`src/rtl/bcd_pkg.sv`:
```
// Shared definitions for the digit-serial BCD <-> Excess-3 converter:
// FSM encoding, code-range limits and direction selectors.
package bcd_pkg;

  typedef enum logic [1:0] {
    IDLE = 2'd0,
    CONV = 2'd1,
    DONE = 2'd2
  } state_e;

  localparam logic [3:0] XS3_OFFSET    = 4'd3;
  localparam logic [3:0] BCD_MAX       = 4'd9;
  localparam logic [3:0] XS3_MIN       = 4'd3;
  localparam logic [3:0] XS3_MAX       = 4'd12;
  localparam logic [3:0] INVALID_DIGIT = 4'hF;

  localparam logic MODE_BCD2XS3 = 1'b0;
  localparam logic MODE_XS32BCD = 1'b1;

endpackage

```
`src/rtl/xs3_digit_conv.sv`:
```
// Combinational single-digit converter: BCD->XS3 (mode 0) or XS3->BCD (mode 1).
// Out-of-range digits produce INVALID_DIGIT and raise invalid.
module xs3_digit_conv
  import bcd_pkg::*;
(
  input  logic       mode,
  input  logic [3:0] digit,
  output logic [3:0] out,
  output logic       invalid
);

  always_comb begin
    out     = INVALID_DIGIT;
    invalid = 1'b0;
    if (mode == MODE_BCD2XS3) begin
      if (digit <= BCD_MAX) out = digit + XS3_OFFSET;
      else                  invalid = 1'b1;
    end else begin
      if (digit >= XS3_MIN && digit <= XS3_MAX) out = digit - XS3_OFFSET;
      else                                      invalid = 1'b1;
    end
  end

endmodule

```
`src/rtl/bcd_xs3_seq_conv.sv`:
```
// Digit-serial BCD <-> Excess-3 word converter, one digit per clock, LSD first.
// Handshake: a beat transfers on a rising edge where valid and ready are both high;
// the source holds valid and data stable until then, and ready never depends on valid.
module bcd_xs3_seq_conv
  import bcd_pkg::*;
#(
  parameter int NDIGITS   = 4,
  parameter int ERR_CNT_W = 8
) (
  input  logic                   clk,
  input  logic                   rst,
  input  logic                   in_valid,
  output logic                   in_ready,
  input  logic                   in_mode,
  input  logic [4*NDIGITS-1:0]   in_data,
  output logic                   out_valid,
  input  logic                   out_ready,
  output logic [4*NDIGITS-1:0]   out_data,
  output logic [NDIGITS-1:0]     err_mask,
  output logic                   err,
  output logic [ERR_CNT_W-1:0]   err_cnt,
  output state_e                 state_dbg
);

  localparam int W     = 4 * NDIGITS;
  localparam int CNT_W = (NDIGITS > 1) ? $clog2(NDIGITS) : 1;
  localparam logic [CNT_W-1:0] LAST_CNT = CNT_W'(NDIGITS - 1);

  state_e           state_q, state_d;
  logic [CNT_W-1:0] cnt_q;
  logic [W-1:0]     data_q;
  logic             mode_q;
  logic [3:0]       digit_in, digit_out;
  logic             digit_inv;
  logic             accept;
  logic             release_out;

  assign accept      = in_valid && in_ready;
  assign release_out = (state_q == DONE) && out_ready;
  assign digit_in    = data_q[{cnt_q, 2'b00} +: 4];

  xs3_digit_conv u_digit (
    .mode    (mode_q),
    .digit   (digit_in),
    .out     (digit_out),
    .invalid (digit_inv)
  );

  always_ff @(posedge clk or posedge rst) begin
    if (rst) state_q <= IDLE;
    else     state_q <= state_d;
  end

  always_comb begin
    state_d = state_q;
    case (state_q)
      IDLE:    if (accept) state_d = CONV;
      CONV:    if (cnt_q == LAST_CNT) state_d = DONE;
      DONE:    if (out_ready) state_d = IDLE;
      default: state_d = IDLE;
    endcase
  end

  // in_ready is forced low while rst is asserted, even though state is already IDLE.
  always_comb begin
    in_ready  = (state_q == IDLE) && !rst;
    out_valid = (state_q == DONE);
    err       = out_valid && (|err_mask);
    state_dbg = state_q;
  end

  always_ff @(posedge clk or posedge rst) begin
    if (rst) begin
      cnt_q    <= '0;
      data_q   <= '0;
      mode_q   <= MODE_BCD2XS3;
      out_data <= '0;
      err_mask <= '0;
    end else begin
      case (state_q)
        IDLE: if (accept) begin
          data_q   <= in_data;
          mode_q   <= in_mode;
          err_mask <= '0;
          cnt_q    <= '0;
        end
        CONV: begin
          out_data[{cnt_q, 2'b00} +: 4] <= digit_out;
          err_mask[cnt_q]               <= digit_inv;
          cnt_q <= (cnt_q == LAST_CNT) ? '0 : cnt_q + 1'b1;
        end
        default: ;
      endcase
    end
  end

  // Counts erroneous words as they leave; holds at all-ones instead of wrapping.
  always_ff @(posedge clk or posedge rst) begin
    if (rst) begin
      err_cnt <= '0;
    end else if (release_out && (|err_mask) && (err_cnt != {ERR_CNT_W{1'b1}})) begin
      err_cnt <= err_cnt + 1'b1;
    end
  end

endmodule

```
`config.mk`:
```
export PLATFORM = sky130hd
export DESIGN_NAME = bcd_xs3_seq_conv
export DESIGN_NICKNAME = d
export VERILOG_FILES = /design/src/rtl/bcd_pkg.sv /design/src/rtl/xs3_digit_conv.sv /design/src/rtl/bcd_xs3_seq_conv.sv
export SDC_FILE = /design/constraint.sdc
export NUM_CORES = 1
export LEC_CHECK = 0
export ABC_AREA = 0
export BUFFER_PORTS_ARGS = -buffer_cell sky130_fd_sc_hd__buf_2
export CORE_AREA = 8 8 81 83
export DETAILED_ROUTE_END_ITERATION = 8
export DIE_AREA = 0 0 89 91
export GPL_ROUTABILITY_DRIVEN = 0
export PLACE_DENSITY = 0.68
export SLEW_MARGIN = 20
export SYNTH_ARGS = -nofsm -noshare
export SYNTH_HDL_FRONTEND = slang
export SYNTH_HIERARCHICAL = 1
export SYNTH_SLANG_ARGS = --single-unit
```
`constraint.sdc`:
```
create_clock -name clk -period 4.95 [get_ports clk]
set_input_delay 0.495 -clock clk [delete_from_list [all_inputs] [get_ports clk]]
set_output_delay 0.495 -clock clk [all_outputs]
set_load 0.02 [all_outputs]
```
==> flow_metrics.tcl, run 1 <==
set metrics [dict create \
    outcome "finished, final reports clean" \
    dieArea_um2 8100 \
    start_util_pct 45.2 \
    synth_commonest_cells "dfrtp_1 (49), mux2_2 (18), a22o_1 (17)" \
    ant_nets 0 \
    synth_compound_area_share_pct 11.8 \
    maxCapViolCount 0 \
    yosysSeqAreaShare_pct 50.9 \
    arrival_ns 2.73 \
    seqCellArea_um2 1230 \
    drt_iter0_drc 71 \
    io_pins 54 \
    setup.worst_path.end "out_data[5]" \
    synth_area_leaders "dfrtp_1 (51%), mux2_2 (8.4%), ha_1 (6.2%)" \
    rr_worst_depth 7 \
    area_growth_pct 17.9 \
    reg2reg_slack_ns 2.43 \
    grt_overflow 0 \
    synthMuxAreaShare_pct 12.7 \
    hold_viol_final 0 \
    vdd_ir_drop_max_v 0.000316 \
    synth_edf_count 0 \
    place_inst 312 \
    cts.path.max_buffers 2 \
    post-route-util_pct 53.2 \
    cts_tree "yes" \
    crit_path_top_delay_cell "dfrtp_1" \
    clk-insertion-delay-late_ns 0.31 \
    cp-end-kind "register" \
    avgSynthCellArea_um2 12.6 \
    crit_start "cnt_q[0]" \
    crit_chain "mux4_2 > inv_1 > ha_1 > and3b_1 > nor4_1 > a31oi_1 > a22o_1" \
    fin_nets 280 \
    yosysMostFrequentCell "dfrtp_1" \
    drt-total-wl_um 4910 \
    fin_crit_ns 2.52 \
    postCtsSetupBuffers 0 \
    num_vias 1702 \
    firstDrtPassIters 4 \
    syn_inst 191 \
    finalPower_uw 1890 \
    synth-adder-area-share_pct 6.23 \
    rows 27 \
    ctsHoldBuffers 0 \
    r2r_end "out_data[5]" \
    drive_above_1_share_pct 37.5 \
    drc 0 \
    core_um2 5340 \
    root_buffer "clkbuf_8" \
    final_cells 320 \
    multi_input_area_um2 1120 \
    grt_pass1_wl_um 8390 \
    cellPowerDensity_nw_per_um2 664 \
    relSlewSlack_pct 44.5 \
    cts-htree-levels 2 \
    clock-sinks 49 \
    slew_violations 0 \
    antenna_found_initial 0 \
    p_leak_uw 0.00142 \
    yosys.area.top_type "dfrtp_1" \
    io_buffers 53 \
    first_global_vias 1742 \
    critPathLaunchType "register" \
    worst_pin_slew_ns 0.832 \
    fillers 491 \
    ctsResizeCount 0 \
    skew_ns 0.0134 \
    fmax_ghz 0.396 \
    ys_async_sr_fraction_pct 100 \
    dp_hpwl_um 3660 \
    timing.final.crit_share_pct 51.0 \
    clk_pin_slew_ns 0.09 \
    synth_seq_cells 49 \
    synth_xor_area_share_pct 2.54 \
    insertedDiodeCount 0 \
    slowest_delay_ns 0.68 \
    grt_usage_pct 13.0 \
    synthFlopType "dfrtp_1" \
    crit_type "register to register" \
    avgViaCountPerCell 5.32 \
    finalSetupViolations 0 \
    min_path_type "primary input to asynchronous set/reset pin" \
    syn-cell-area_um2 2410 \
    die_w_um 89 \
    ys_warn_count 6 \
    numCtsBuffers 5 \
    fin_tns_setup_ns 0 \
    synthSimpleGateAreaFrac_pct 12.9 \
    wire_per_inst_um 15.3 \
    synth_top_family_by_area "simple AND/OR/NAND/NOR gates" \
    crit_fanout 12 \
    grt_max_degree 50 \
    rsz0062_at_grt "false" \
    synth_top_area_share_pct 50.9 \
    critPathRequiredTime_ns 5.15 \
    die_y_um 91 \
    r2r-start "cnt_q[0]" \
    synth.distinct_cells 44 \
    synth_fp_nets 224 \
]
[cell families (layout without fill, tap and decap cells)]
family	after synthesis	count (layout)
simple gates	50	50
flops	49	49
compound gates	36	36
mux	23	23
buf+inv	14	71
fa+ha+maj	12	12
xor+xnor	7	7
[worst max-delay path, delay by kind of cell (launching register included)]
kind | cells | cell delay, ns
fa+ha+maj | 1 | 0.23
mux | 1 | 0.65
compound gates | 2 | 0.36
simple gates | 2 | 0.42
buf+inv | 1 | 0.09
flops | 1 | 0.68
[cell type report]
type,instances,share of cell area [%]
Multi-Input combinational cell,128,39.5
Clock inverter,2,0.484
Sequential cell,49,43.2
Tap cell,72,3.17
Timing Repair Buffer,54,9.60
Clock buffer,6,2.91
Inverter,9,1.23
[through the flow]
step | hold WS, ns | area, um^2 | setup slack [ns]
global route | 0.403 | 2840 | 2.15
finish | 0.346 | 2840 | 2.43
global placement | 0.480 | 2740 | 2.47
detailed placement | 0.484 | 2740 | 2.41
CTS | 0.412 | 2840 | 2.40
floorplan | 0.472 | 2410 | 2.70
[registers in the layout, summed over array words and instances (netlist names)]
register and count:
data_q 16, out_data 16, err_cnt 8, err_mask 4, cnt_q 2, state_dbg 2, mode_q 1
[power breakdown]
| part | switching [uW] | internal [uW] | total (uW) |
|---|---|---|---|
| clock network | 132 | 113 | 245 |
| registers | 125 | 551 | 676 |
| logic | 564 | 403 | 967 |
| total | 820 | 1070 | 1890 |
[cells in the final DEF (no fill, tap or decap), types with 2 or more instances in the layout]
master / synthesis / layout
mux2_2: 18 / 18
mux4_2: 3 / 3
inv_1: 8 / 7
nand4_1: 2 / 2
nor4b_2: 1 / 2
ha_1: 12 / 12
buf_2: 2 / 53
dfrtp_1: 49 / 49
clkbuf_8: 0 / 6
nand2b_1: 3 / 3
nor3_1: 6 / 6
a32o_1: 4 / 4
nand3_1: 8 / 8
a22o_1: 17 / 17
nor2b_1: 2 / 2
clkinv_2: 0 / 2
nor2_1: 5 / 5
o21ai_0: 7 / 7
and3b_1: 2 / 2
xor2_1: 6 / 6
nand2_1: 9 / 9
and2_1: 2 / 2
[per-layer routing]
layer	share of wire [%]	track usage, %	vias to the layer above
met5	0	0	-
met4	1.1	4.16	0
met3	7.1	3.87	6
met2	46	20.4	41
met1	45	16.5	832
li1	-	-	823
[worst min path at each step]
| stage | from | endpoint |
|---|---|---|
| finish | rst | err_mask[3] |
| global route | in_data[15] | data_q[15] |
| CTS | in_data[15] | data_q[15] |
| floorplan | data_q[6] | data_q[6] |
| detailed placement | err_cnt[7] | err_cnt[7] |
| global placement | err_cnt[7] | err_cnt[7] |
Note: power is estimated with default switching activity, not from simulation.
==> run 2, diff against run 1 <==
--- a/config.mk
+++ b/config.mk
@@ -11,7 +11,7 @@
 export DETAILED_ROUTE_END_ITERATION = 8
 export DIE_AREA = 0 0 89 91
 export GPL_ROUTABILITY_DRIVEN = 0
-export PLACE_DENSITY = 0.68
+export PLACE_DENSITY = 0.71
 export SLEW_MARGIN = 20
 export SYNTH_ARGS = -nofsm -noshare
 export SYNTH_HDL_FRONTEND = slang
==> constraint.sdc (replaced) <==
create_clock -name clk -period 2.1 [get_ports clk]
set_input_delay 0.21 -clock clk [delete_from_list [all_inputs] [get_ports clk]]
set_output_delay 0.21 -clock clk [all_outputs]
set_load 0.02 [all_outputs]
==> flow_metrics.tcl, run 2 (synthesized netlist as in run 1, its figures left out) <==
set metrics [dict create \
    fin_nets 294 \
    crit_buf_inv 0 \
    cts.path.max_buffers 2 \
    critPathLaunchType "register" \
    crit_path_top_delay_cell "mux4_2" \
    rsz0062_at_grt "true" \
    worst_pin_slew_ns 0.507 \
    first_global_vias 1837 \
    finalSetupViolations 4 \
    mostFrequentLayoutCells "buf_2 (53), dfrtp_1 (48), mux2_2 (18), a22o_1 (17), buf_4 (13)" \
    cellPowerDensity_nw_per_um2 1640 \
    numCtsBuffers 5 \
    drive_above_1_share_pct 44.3 \
    multi_input_area_um2 1170 \
    fillers 491 \
    rows 27 \
    clock-sinks 49 \
    clk-insertion-delay-late_ns 0.31 \
    ant_nets 0 \
    maxCapViolCount 0 \
    drt-total-wl_um 5160 \
    die_y_um 91 \
    reg_top3 "data_q: 16 flops, out_data: 16 flops, err_cnt: 8 flops" \
    layout_setup_ws_ns -0.0235 \
    die_w_um 89 \
    crit_type "register to register" \
    final_cells 334 \
    seqCellArea_um2 1230 \
    num_vias 1772 \
    io_pins 54 \
    insertedDiodeCount 0 \
    core_um2 5340 \
    arrival_ns 2.32 \
    relSlewSlack_pct 66.1 \
    place_inst 322 \
    cts_tree "yes" \
    antenna_found_initial 0 \
    crit_fanout 5 \
    io_buffers 53 \
    layout_commonest_cell "buf_2" \
    grt_overflow 0 \
    hold_viol_final 0 \
    dp_hpwl_um 3910 \
    clk_pin_slew_ns 0.09 \
    violations "negative setup slack" \
    firstDrtPassIters 4 \
    timing.final.crit_share_pct 101 \
    slew_violations 0 \
    wire_per_inst_um 15.4 \
    slowest_delay_ns 0.56 \
    critPathRequiredTime_ns 2.30 \
    pre_cts_ws_ns -0.111 \
    outcome "complete, but fails checks" \
    grt_max_degree 25 \
    skew_ns 0.00583 \
    grt_usage_pct 13.5 \
    fmax_ghz 0.471 \
    start_util_pct 45.2 \
    root_buffer "clkbuf_8" \
    crit_family "multiplexers" \
    area_growth_pct 24.3 \
    drc 0 \
    vdd_ir_drop_max_v 0.000809 \
    p_leak_uw 0.00149 \
    avgViaCountPerCell 5.31 \
    whs_ns 0.130 \
    cts-htree-levels 2 \
    crit_chain "mux4_2 > ha_1 > mux2i_1 > nand3_1 > o21a_1 > a22o_1" \
    fin_crit_ns 2.12 \
    min_path_type "primary input to register" \
    cp-end-kind "register" \
    grt_pass1_wl_um 8780 \
    dieArea_um2 8100 \
    drt_iter0_drc 94 \
]
==> run 2: cell count changes in the layout (fill, tap and decap cells not counted), sizes merged <==
cell	before	now
buf	54	67
clkinv	3	2
clkbuf	6	5
dlygate4sd3	0	1
inv	8	9
clkinvlp	0	1
==> run 2: worst paths after layout <==
check,start,end,slack (ns),depth (start not counted)
min in group asynchronous,rst,cnt_q[1],0.51,3
worst min-delay path,in_data[1],data_q[1],0.13,2
worst max-delay path,cnt_q[0],out_data[6],-0.02,6
worst max register to register,cnt_q[0],out_data[6],-0.02,6
max in group asynchronous,rst,cnt_q[0],0.96,4
worst min register to register,out_data[14],out_data[14],0.51,1
==> run 2: through the flow <==
step	TNS (ns)	power, uW	utilization, %	cell area (um^2)
CTS	-0.235	4770	55.4	2960
global route	-1.32	5280	56.2	3000
global placement	-0.131	4090	53.3	2840
floorplan	-0.210	3400	-	2430
finish	-0.0562	4910	56.2	3000
detailed placement	-0.947	4180	53.3	2840
==> run 2: area by class of cell <==
type / count / share of cell area, %
Clock buffer: 5 / 2.30
Clock inverter: 3 / 0.584
Inverter: 9 / 1.13
Multi-Input combinational cell: 128 / 38.9
Sequential cell: 49 / 40.9
Tap cell: 72 / 3.01
Timing Repair Buffer: 68 / 13.1
==> run 2: power by group <==
group / internal (uW) / total [uW] / switching (uW)
combinational: 1270 / 2790 / 1520
sequential: 1300 / 1570 / 269
clock: 230 / 548 / 318
total: 2810 / 4910 / 2100
==> run 2: worst register-to-register path, cell delays in order, from the launching register on <==
cell     delay [ns]
dfrtp_2        0.43
mux4_2         0.57
ha_1           0.27
mux2i_1        0.24
nand3_1        0.12
o21a_1         0.17
a22o_1         0.22
==> run 2: what timing repair did <==
item	4_1_cts	5_1_grt
setup buffers	2	1
hold buffers	1	0
pin swaps	0	15
endpoints found under the setup margin	19	20
resized for setup	1	7
hold endpoints to repair	22	0
==> run 2: routing by layer <==
metal | part of all wire (%) | global-route usage [%]
met2 | 48 | 21.6
met3 | 6.7 | 4.05
met5 | 0 | 0
met4 | 0.72 | 3.61
met1 | 44 | 17.1
